### src/rtl/calc_sequencer.sv
// Operand-entry/execute controller for the 4-bit calculator: button edge detect, A/B entry, one-cycle execute, result display.
// Every output is decoded from registers, so any button effect shows up one cycle after the edge that samples it.
module calc_sequencer #(
    parameter int BLINK_CYCLES = 6250000
) (
    input  logic       i_Clk,
    input  logic       i_Reset,
    input  logic       i_Switch_1,
    input  logic       i_Switch_2,
    input  logic       i_Switch_3,
    input  logic       i_Switch_4,
    output logic [3:0] o_Digit,
    output logic       o_Blank,
    output logic       o_Result_Valid,
    output logic       o_LED_1,
    output logic       o_LED_2,
    output logic       o_LED_3,
    output logic       o_LED_4
);

    typedef enum logic [1:0] {ENTER_A, ENTER_B, EXEC, SHOW} state_t;

    localparam int              CW   = 23;
    localparam logic [CW-1:0]   TERM = CW'(BLINK_CYCLES - 1);

    state_t        state_q, state_d;
    logic [3:0]    prev_q;
    logic [3:0]    e_q, e_d, a_q, a_d, b_q, b_d;
    logic          op_q, op_d;
    logic [4:0]    r_q, r_d;
    logic [CW-1:0] cnt_q, cnt_d;
    logic          phase_q, phase_d;

    logic [3:0]    sw, ev;
    logic          ev_clr, ev_cfm, ev_op, ev_stp, restart;

    // Bit order matches priority: 3=CLEAR, 1=CONFIRM, 2=OP, 0=STEP
    assign sw     = {i_Switch_4, i_Switch_3, i_Switch_2, i_Switch_1};
    assign ev     = sw & ~prev_q;
    assign ev_clr = ev[3];
    assign ev_cfm = ev[1] & ~ev[3];
    assign ev_op  = ev[2] & ~ev[1] & ~ev[3];
    assign ev_stp = ev[0] & ~ev[2] & ~ev[1] & ~ev[3];

    always_comb begin
        state_d = state_q;
        e_d     = e_q;
        a_d     = a_q;
        b_d     = b_q;
        op_d    = op_q;
        r_d     = r_q;
        restart = 1'b0;
        if (ev_clr) begin
            state_d = ENTER_A;
            e_d     = 4'd0;
            a_d     = 4'd0;
            b_d     = 4'd0;
            r_d     = 5'd0;
            restart = 1'b1;
        end else begin
            case (state_q)
                ENTER_A, ENTER_B: begin
                    if (ev_cfm) begin
                        if (state_q == ENTER_A) begin
                            a_d     = e_q;
                            e_d     = 4'd0;
                            state_d = ENTER_B;
                        end else begin
                            b_d     = e_q;
                            state_d = EXEC;
                        end
                    end else if (ev_op) begin
                        op_d = ~op_q;
                    end else if (ev_stp) begin
                        e_d     = e_q + 4'd1;
                        restart = 1'b1;
                    end
                end
                EXEC: begin
                    if (op_q)
                        r_d = {(a_q < b_q), 4'(a_q - b_q)};
                    else
                        r_d = {1'b0, a_q} + {1'b0, b_q};
                    state_d = SHOW;
                end
                SHOW: begin
                    if (ev_cfm) begin
                        e_d     = 4'd0;
                        state_d = ENTER_A;
                    end
                end
                default: state_d = ENTER_A;
            endcase
        end
    end

    // Blink restarts visible on every state change, CLEAR or STEP; held at zero outside entry
    always_comb begin
        cnt_d   = cnt_q + 1'b1;
        phase_d = phase_q;
        if (restart || (state_d != state_q) ||
            (state_d != ENTER_A && state_d != ENTER_B)) begin
            cnt_d   = '0;
            phase_d = 1'b0;
        end else if (cnt_q == TERM) begin
            cnt_d   = '0;
            phase_d = ~phase_q;
        end
    end

    always_ff @(posedge i_Clk) begin
        if (i_Reset) begin
            state_q <= ENTER_A;
            prev_q  <= sw;
            e_q     <= 4'd0;
            a_q     <= 4'd0;
            b_q     <= 4'd0;
            op_q    <= 1'b0;
            r_q     <= 5'd0;
            cnt_q   <= '0;
            phase_q <= 1'b0;
        end else begin
            state_q <= state_d;
            prev_q  <= sw;
            e_q     <= e_d;
            a_q     <= a_d;
            b_q     <= b_d;
            op_q    <= op_d;
            r_q     <= r_d;
            cnt_q   <= cnt_d;
            phase_q <= phase_d;
        end
    end

    assign o_Digit        = (state_q == SHOW) ? r_q[3:0] : e_q;
    assign o_Blank        = phase_q;
    assign o_Result_Valid = (state_q == SHOW);
    assign o_LED_1        = (state_q == ENTER_A);
    assign o_LED_2        = (state_q == ENTER_B);
    assign o_LED_3        = op_q;
    assign o_LED_4        = (state_q == SHOW) & r_q[4];

endmodule

### config.mk
export PLATFORM = sky130hd
export DESIGN_NAME = calc_sequencer
export DESIGN_NICKNAME = d
export VERILOG_FILES = /design/src/rtl/calc_sequencer.sv
export SDC_FILE = /design/constraint.sdc
export NUM_CORES = 1
export LEC_CHECK = 0
export CORE_AREA = 2 2 72 74
export DETAILED_ROUTE_END_ITERATION = 8
export DIE_AREA = 0 0 74 76
export PLACE_DENSITY_LB_ADDON = 0.15
export SLEW_MARGIN = 20
export SYNTH_ARGS = -nofsm -noshare
export SYNTH_HDL_FRONTEND = slang
export SYNTH_SLANG_ARGS = --single-unit
### constraint.sdc
create_clock -name i_Clk -period 4.9 [get_ports i_Clk]
set_input_delay 0.49 -clock i_Clk [delete_from_list [all_inputs] [get_ports i_Clk]]
set_output_delay 0.49 -clock i_Clk [all_outputs]
set_load 0.05 [all_outputs]
==> summary.md <==
| Metric | Value |
|---|---|
| Nets@finish | 298 |
| Slew HR | 41.79% |
| Hold Slack | 470.9 ps |
| Avg Inst Size Synth | 8.904 µm² |
| Startpoint types | flip-flop |
| Status | complete, no violations |
| Clock Pin Slew Worst Setup and Hold Paths | 90 ps |
| DR vias/cell | 5.017 |
| Final Critical Period | 2988 ps |
| Hold Fails Final Rpt | 0 |
| Critical path type | reg2out |
| Seq/Total Area, Yosys | 40.42% |
| Hold_buf cts | 0 |
| Post-synth EDFFs | 0 |
| Leakage | 0.9761 nW |
| Antenna Nets Post-Route | 0 |
| Critical Path AT | 2500 ps |
| Final worst setup slack | 1912 ps |
| Root buffer cell | clkbuf_8 |
| Core Util, Final | 54.18% |
| Pins Over Slew Limit | 0 |
| Final setup violation count | 0 |
| Synth Flop Type | dfxtp_1 |
| DP HPWL | 3.018 mm |
| Die Wd | 74 µm |
| Async SR Flop Fraction | 0% |
| Top cell type's share of synthesized area | 40.42% |
| Global placer's final weighted congestion | 0.8118 |
| Finished Cell Area | 2661 µm² |
| Max rail drop VDD | 179.0 µV |
| Placed inst area | 2554 µm² |
| Die ar. | 5624 µm² |
| Number of unique standard cell types used by synthesis | 41 |
| Crit path buffers/inverters | 2 |
| Overflow after GRT | 0 |
| Pwr dens | 277.6 nW/µm² |
| Worst setup EP type | primary output |
| Area leader, netlist | dfxtp_1 |
| Multi-input logic area | 1310 µm² |
| CP Data Required Time | 4410 ps |
| Fmax | 334.7 MHz |
| Synthesized area | 2377 µm² |
| CTS resizes | 0 |
| Fill cell count | 472 |
| Iter 0 DRT Violations | 57 |
| Largest delay share family, worst path | buffers and inverters |
| Wirelength, routed | 4.189 mm |
| Yosys Warn Count | 0 |
| Clk_skew | 9.629 ps |
| Synth area leaders | dfxtp_1 (40%), nor2_1 (7.3%), xor2_1 (6.3%) |
| Chip height | 76 µm |
| Register area | 960.9 µm² |
| Vias | 1761 |
| CTS buffer count | 5 |
| CTS tree | built |
| Drt pass-1 iters | 4 |
| H-tree levels | 2 |
| Starting Density | 48.40% |
| Area of the core | 4912 µm² |
| Yosys reg bits | 48 |
| CP Max Fanout | 17 |
| Layout area overhead | 11.95% |
| Slew @ Worst Pin | 866.5 ps |
| I/O pin cnt | 16 |
| Max-cap violations | 0 |
| Slowest CP cell | dfxtp_1 |
| Tcrit/Tclk final | 60.98% |
| Global-route wire length before repair | 7.686 mm |
| Residual DRC count | 0 |
| Crit path largest cell delay | 690 ps |
| Critical path cell sequence | nand2_1 > inv_1 > mux2_2 > clkdlybuf4s50_1 |
| Post CTS Setup Buffer Count | 0 |
| Rows | 26 |
| Worst-skew pair later-pin latency | 300 ps |
| Post-place setup slack | 2243 ps |
| Largest net degree at the start of global routing | 24 |
| Setup TNS | 0 ps |
| Total GRT Usage | 17.27% |
| Hold Path Class | reg2reg |
| CTS sink cnt | 48 |
| Ant diodes | 0 |
| Initial antenna violation count | 0 |
| I/O Buffers | 15 |
| Wire per inst | 11.93 µm |
| Layout cells sized above 1 | 7.117% |
| Syn Nets | 285 |
| Post-synthesis cell count | 267 |
| RSZ-0062 raised after global routing | false |
| CTS Buffer Depth | 2 |
| Number of global-route vias before repair | 1677 |
routing by layer:
metal	share of wire, %	vias to the layer above	global-route usage [%]
met2	47	26	26.07
li1	-	937	-
met1	48	794	23.77
met5	0	-	0
met3	3.2	4	3.968
met4	1.1	0	6.545
final timing paths:
path | slack, ps | from | cells after the start | to
hold reg to reg | 470 | r_q[4] | 2 | r_q[4]
setup reg to reg | 2710 | cnt_q[0] | 6 | cnt_q[2]
hold / removal | 470 | r_q[4] | 2 | r_q[4]
setup / recovery | 1910 | state_q[1] | 4 | o_Digit[1]
cell usage in the layout (no fill, tap or decap), types with 3 or more instances in the layout:
master           instances
a21oi_1                  6
and3_1                   5
clkbuf_8                 5
clkdlybuf4s50_1         15
dfxtp_1                 48
ha_1                    10
inv_1                   10
mux2_2                   4
mux2i_1                 10
nand2_1                 20
nand2b_1                 3
nand3_1                 11
nand4_1                  7
nor2_1                  46
nor2_2                   3
nor2b_1                  5
nor3_1                  12
nor4_1                   3
o21ai_0                  4
xnor2_1                  8
xor2_1                  17
sequential cells by signal (all words and copies together) (netlist names):
signal / count
r_q: 5
o_Blank: 1
a_q: 4
o_LED_3: 1
b_q: 4
state_q: 2
prev_q: 4
e_q: 4
cnt_q: 23
cell families (layout without fill, tap and decap cells):
family	after synthesis	after routing	synth area share, %
and+or+nand+nor	126	126	26.53
DFF	48	48	40.42
xor gates and xnor gates	25	25	9.211
AOI/OAI and AO/OA	22	22	6.316
buffers and inverters	20	34	4.474
muxes	14	14	6.105
adders and majority gates	12	12	6.947
report_power, final:
part / internal [mW] / switching [mW]
clock network: 0.152 / 0.129
registers: 0.395 / 0.00801
logic: 0.0226 / 0.0332
Yosys cell counts, drive strengths merged (2+ instances only):
master and instances:
a211oi 2, o21ai 4, nor4 3, clkbuf 5, nand2b 5, a31o 2, nand3 11, o21a 2
fa 2, and4 2, xor2 17, a21oi 6, and3 5, nor2b 5, mux2i 10, mux2 4
nor3 12, xnor2 8, inv 10, ha 10, nand2 20, nand4 7, buf 5, dfxtp 48
nor2 49
worst min-delay path: stages, from the launching register on:
cell and delay, ps:
dfxtp_1 330, nand2_1 60, a21oi_1 50
layout make-up:
class | instances | share of cell area [%]
Inverter | 10 | 1.410
Clock inverter | 2 | 1.316
Multi-Input combinational cell | 199 | 49.22
Clock buffer | 6 | 2.727
Timing Repair Buffer | 16 | 5.924
Tap cell | 70 | 3.291
Sequential cell | 48 | 36.11
through the flow:
step | std cells | total power [mW]
CTS | 351 | 0.7524
global placement | 343 | 0.4685
finish | 351 | 0.7389
detailed placement | 343 | 0.4684
floorplan | 267 | 0.4550
global route | 351 | 0.7768
No activity file was read; power rests on OpenSTA's default activity.
